`src/rtl/div_pkg.sv`:
```
// Shared definitions for the shift-and-subtract divider: FSM state encoding and
// the width of the step counter.
package div_pkg;

  typedef enum logic [2:0] {
    IDLE = 3'd0,
    CHK  = 3'd1,
    SH   = 3'd2,
    SUB  = 3'd3,
    DONE = 3'd4
  } state_t;

  // Counter must be able to hold the value n itself.
  function automatic int CNT_W(input int n);
    return $clog2(n + 1);
  endfunction

endpackage

```
`src/rtl/div_step.sv`:
```
// One restoring-division step: compares the upper accumulator slice against the
// divisor and provides the difference for the conditional subtract.
module div_step #(
  parameter int N = 4
) (
  input  logic [N:0]   acc_hi,
  input  logic [N-1:0] divisor,
  output logic         ge,
  output logic [N:0]   diff
);

  logic [N:0] divisor_ext;

  // Full N+1-bit compare so the shifted-out guard bit takes part in the decision.
  assign divisor_ext = {1'b0, divisor};
  assign ge          = (acc_hi >= divisor_ext);
  assign diff        = acc_hi - divisor_ext;

endmodule

```
`src/rtl/shift_sub_divider.sv`:
```
// Sequential restoring divider: 2N-bit dividend / N-bit divisor -> N-bit quotient
// and remainder, with overflow flag and the St/Idle/Load/Done handshake.
module shift_sub_divider
  import div_pkg::*;
#(
  parameter int N = 4
) (
  input  logic           Clk,
  input  logic           Rst,
  input  logic           St,
  input  logic [2*N-1:0] Dividend,
  input  logic [N-1:0]   Divisor,
  output logic [N-1:0]   Quotient,
  output logic [N-1:0]   Remainder,
  output logic           V,
  output logic           Idle,
  output logic           Load,
  output logic           Done
);

  localparam int CW = CNT_W(N);

  state_t        state_q, state_d;
  logic [2*N:0]  acc_q, acc_d;
  logic [N-1:0]  div_q, div_d;
  logic [CW-1:0] cnt_q, cnt_d;
  logic          v_q, v_d;

  logic          ge;
  logic [N:0]    diff;

  div_step #(.N(N)) u_step (
    .acc_hi  (acc_q[2*N:N]),
    .divisor (div_q),
    .ge      (ge),
    .diff    (diff)
  );

  always_comb begin
    // NOTE: every _d signal takes its hold value first, so no path through the case can infer a latch.
    state_d = state_q;
    acc_d   = acc_q;
    div_d   = div_q;
    cnt_d   = cnt_q;
    v_d     = v_q;

    unique case (state_q)
      IDLE: begin
        if (St) begin
          acc_d   = {1'b0, Dividend};
          div_d   = Divisor;
          cnt_d   = '0;
          v_d     = 1'b0;
          state_d = CHK;
        end
      end
      // The guard bit is still 0 here, so ge is the upper-half >= divisor test.
      CHK: begin
        if (ge) begin
          v_d     = 1'b1;
          state_d = DONE;
        end else begin
          state_d = SH;
        end
      end
      SH: begin
        acc_d   = {acc_q[2*N-1:0], 1'b0};
        cnt_d   = cnt_q + CW'(1);
        state_d = SUB;
      end
      SUB: begin
        if (ge) begin
          acc_d[2*N:N] = diff;
          acc_d[0]     = 1'b1;
        end
        state_d = (cnt_q == CW'(N)) ? DONE : SH;
      end
      DONE:    state_d = IDLE;
      default: state_d = IDLE;
    endcase
  end

  always_ff @(posedge Clk or posedge Rst) begin
    if (Rst) begin
      state_q <= IDLE;
      acc_q   <= '0;
      div_q   <= '0;
      cnt_q   <= '0;
      v_q     <= 1'b0;
    end else begin
      // NOTE: non-blocking updates so every flop samples the pre-edge values.
      state_q <= state_d;
      acc_q   <= acc_d;
      div_q   <= div_d;
      cnt_q   <= cnt_d;
      v_q     <= v_d;
    end
  end

  assign Quotient  = acc_q[N-1:0];
  assign Remainder = acc_q[2*N-1:N];
  assign V         = v_q;
  assign Idle      = (state_q == IDLE);
  assign Load      = Idle && St;
  assign Done      = (state_q == DONE);

endmodule

```
`config.mk`:
```
export PLATFORM = sky130hd
export DESIGN_NAME = shift_sub_divider
export DESIGN_NICKNAME = d
export VERILOG_FILES = /design/src/rtl/div_pkg.sv /design/src/rtl/div_step.sv /design/src/rtl/shift_sub_divider.sv
export SDC_FILE = /design/constraint.sdc
export NUM_CORES = 1
export LEC_CHECK = 0
export ABC_CLOCK_PERIOD_IN_PS = 2350
export CAP_MARGIN = 15
export CELL_PAD_IN_SITES_DETAIL_PLACEMENT = 0
export CELL_PAD_IN_SITES_GLOBAL_PLACEMENT = 1
export CORE_UTILIZATION = 38
export CTS_CLUSTER_DIAMETER = 30
export DETAILED_ROUTE_END_ITERATION = 8
export PLACE_DENSITY = 0.87
export SYNTH_ARGS = -nofsm -noshare
export SYNTH_HDL_FRONTEND = slang
export SYNTH_SLANG_ARGS = --single-unit
```
`constraint.sdc`:
```
create_clock -name Clk -period 2.35 [get_ports Clk]
set_input_delay 0.235 -clock Clk [delete_from_list [all_inputs] [get_ports Clk]]
set_output_delay 0.235 -clock Clk [all_outputs]
set_load 0.1 [all_outputs]
```
# Word-level counts from Yosys, hierarchy flattened
# Index checks and enable logic that the tools add are counted.
# Widths: inputs -> output; s select.
# totals
ram_bits,0
wordCells,40
memories,0
latchBits,0
mem_bits_ro,0
register_bits,20
output_inout_bits,12
# op_classes
eq_ne,8
shifts,0
n_lt_le_gt_ge,1
n_mul,0
bitwise_logic,0
n_mux,14
div,0
add_sub_neg,2
reduce_logical,9
# ops
operator,n
$pmux 5 s3,1
$mux 3,4
$pmux 3 s2,2
$pmux 3 s4,1
$mux 9,1
$eq 3x2->1 const B,2
$eq 3x3->1 const B,2
$ne 2x2->1 const B,3
$reduce_and 3->1,2
$ge 5x4->1,1
$mux 5,1
$sub 5x4->5,1
$reduce_and 2->1,2
$reduce_bool 2->1,2
$add 3x1->3 const B,1
$eq 3x1->1 const B,1
$logic_not 3->1,1
$pmux 1 s3,1
$reduce_bool 3->1,1
$mux 1,2
$pmux 1 s2,1
$logic_and 1x1->1,1

# Depth between registers and ports, before layout
# logic_depth
ltp_word,3
depth_mapped,9

# By module
# From an unflattened synthesis, not the netlist that was laid out.
# unflattened
hier_cells,124
hier_area_um2,1316.3
# by_module_without_submodules
mod,instances,area_each_um2,cells_each
shift_sub_divider,1,1137.3,100
div_step,1,178.9,24

# Worst setup path after synthesis
# No wires, ideal clock.
# synth_path
kind,flip-flop to output port
startpoint,register state_q[0]
endpoint,output Done
required_ps,2115
n_path_buf,2
arrival_time_ps,2875
path_stages_with_launch,4
setup_slack_ps,-760
cell_sequence,dfrtp_1 buf_6 buf_2 nor3b_1
# synth_between
elab_chain_cells,1
# synth_lines
element,line,rtl
from (decl),shift_sub_divider.sv:23,"state_t state_q, state_d;"
from (signal assigned),shift_sub_divider.sv:92,state_q <= state_d;
$eq 3x3->1,shift_sub_divider.sv:105,assign Done = (state_q == DONE);
to (decl),shift_sub_divider.sv:18,output logic Done
# Every way passes these cells.

# Worst setup path after layout
# layout_path
startpoint,register state_q[0]
endpoint,output Load
# layout_between
elab_chain_cells,2
# layout_lines
element,line,rtl
$logic_not 3->1,shift_sub_divider.sv:103,assign Idle = (state_q == IDLE);
$logic_and 1x1->1,shift_sub_divider.sv:104,assign Load = Idle && St;
to (decl),shift_sub_divider.sv:17,"output logic Load,"
# Every way passes these cells.

==> results_dict.tcl <==
set metrics [dict create \
    ys_warn_count 0 \
    post-route-drc-count 0 \
    seq_area_um2 500 \
    final_cell_area_um2 1550 \
    grt_first_pass_wirelength_mm 4.31 \
    grt_overflow 0 \
    fin_nets 181 \
    final_util_pct 49.2 \
    fillers 318 \
    post_drt_wl_per_cell_um 12.3 \
    grt_pass1_vias 967 \
    hp-class "input pin to asynchronous set/reset pin" \
    worst_slew_pin_slew_ps 759 \
    hold_slack_ps 352 \
    final_common_cell "dfrtp_1" \
    synth_edf_count 0 \
    netlist_area_um2 1290 \
    dpl_cell_area_um2 1500 \
    h-tree-depth 1 \
    diodes 0 \
    layout_common_cells "20 x dfrtp_1, 15 x nand2_1, 15 x nor2_1" \
    path_cells "nor3_4 > nand2_2 > inv_4 > buf_12" \
    path_class "flop to output port" \
    synth_cells 140 \
    ioPinCount 27 \
    drive_gt1_share_pct 19.0 \
    worstPathArrival_ps 1770 \
    worstPathRequired_ps 2120 \
    cts-buffers-inserted 3 \
    grtUsageTotal_pct 15.9 \
    synthFlopType "dfrtp_1" \
    status "finished clean" \
    gp_congestion 0.824 \
    final-max-slew-violation-count 0 \
    post_cts_buffers 0 \
    viasPerCell 4.87 \
    crit_family "flip-flops" \
    synth-seq-cells 20 \
    dieArea_um2 3640 \
    slew_headroom_pct 49.3 \
    cp-start-kind "flop" \
    finalClockSkew_ps 4.30 \
    worstSetupEndpointType "output port" \
    clock_sinks 20 \
    clk_path_buf_depth 2 \
    cap_violations 0 \
    critPathMaxFanout 17 \
    dieHeight_um 60.4 \
    final_hold_viol_count 0 \
    async_reset_ff_share_pct 100 \
    clock.fmax_ghz 0.499 \
    ys_seq_area_share_pct 38.7 \
    syn_to_final_growth_pct 20.0 \
    portBuffers 26 \
    cts_root_buf "clkbuf_4" \
    slowest_stage "dfrtp_1" \
    setup_viol 0 \
    tns_ps 0 \
    multi_input_area_um2 649 \
    antenna_left 0 \
    grt_max_degree 21 \
    period_needed_ps 2000 \
    finalWirelength_mm 2.49 \
    holdBufCountCts 0 \
    syn-num-nets 162 \
    start_util_pct 41.0 \
    clk_pin_slew_worst_paths_ps 120 \
    fin_crit_sh_pct 85.2 \
    antenna_found_initial 0 \
    avgSynthCellArea_um2 9.24 \
    cts_resized 0 \
    first_pass_iters 4 \
    num_vias 984 \
    rsz0062_at_grt "no" \
    rows 20 \
    clk_latency_ps 300 \
    path_buf_inv 2 \
    place_hpwl_mm 1.87 \
    die_x_um 60.4 \
    cts_tree "built" \
    first_iter_violations 47 \
    crit_path_max_incr_delay_ps 660 \
    core-area_um2 3150 \
    synth.distinct_cells 41 \
]
==> routing by layer <==
metal  wire length [um]  vias to the layer above  GRT usage, %
li1                   -                      501             -
met1               1120                      454          21.6
met2               1200                       24          25.1
met3                120                        5          2.56
met4                 41                        0          6.98
met5                  0                        -             0
==> worst paths after layout <==
kind	from	endpoint	slack [ps]	depth (start not counted)
setup reg to reg	acc_q[4]$_DFFE_PP0P_	acc_q[8]$_DFFE_PP0P_	520	9
hold reg to reg	div_q[0]$_DFFE_PP0P_	div_q[0]$_DFFE_PP0P_	500	2
max in group asynchronous	Rst	V$_DFFE_PP0P_	1530	2
setup / recovery	state_q[0]$_DFFE_PP0P_	Load	350	4
min in group Clk	Divisor[0]	div_q[0]$_DFFE_PP0P_	470	3
hold / removal	Rst	acc_q[7]$_DFFE_PP0P_	350	2
==> per-stage QoR <==
| step | std cells | setup slack [ps] |
|---|---|---|
| 2_1_floorplan | 140 | 115 |
| 3_3_place_gp | 198 | 584 |
| 3_5_place_dp | 198 | 538 |
| 4_1_cts | 202 | 349 |
| 5_1_grt | 202 | 246 |
| 6_report | 202 | 347 |
==> cell type report <==
cell class	count	share of cell area, %
well taps	44	3.55
multi-input cells	95	41.8
flip-flops and latches	20	32.2
clock buffers	3	1.45
clock inverters	1	1.93
repair buffers	26	15.6
inverters	13	3.38
==> state kept, by name (all words and copies together), names as in the netlist <==
name / cells
V: 1
acc_q: 9
cnt_q: 3
div_q: 4
state_q: 3
==> synth_stat cells, types with 2 or more instances <==
master,count,area [um2]
o31ai_1,2,15.0
ha_1,6,75.1
buf_4,8,60.1
nor3b_1,2,15.0
inv_1,11,41.3
nand3_1,4,20.0
nand2b_4,2,27.5
dfrtp_1,20,500
nor2_2,2,12.5
nand2_1,15,56.3
buf_6,3,33.8
a211oi_1,3,22.5
nor2_1,15,56.3
a21oi_1,8,40.0
o21ai_0,10,50.1
xor2_1,2,17.5
o22ai_1,3,18.8
==> cell families after synthesis <==
family                     synth area share (%)
and+or+nand+nor                            21.7
AOI/OAI and AO/OA                          18.0
buffers and inverters                      11.5
DFF                                        38.7
adders and majority gates                  7.35
xor gates and xnor gates                   2.03
muxes                                     0.774
Power is not shown: default switching activity piles up to over one toggle a cycle in this logic, so the estimate is an artifact.
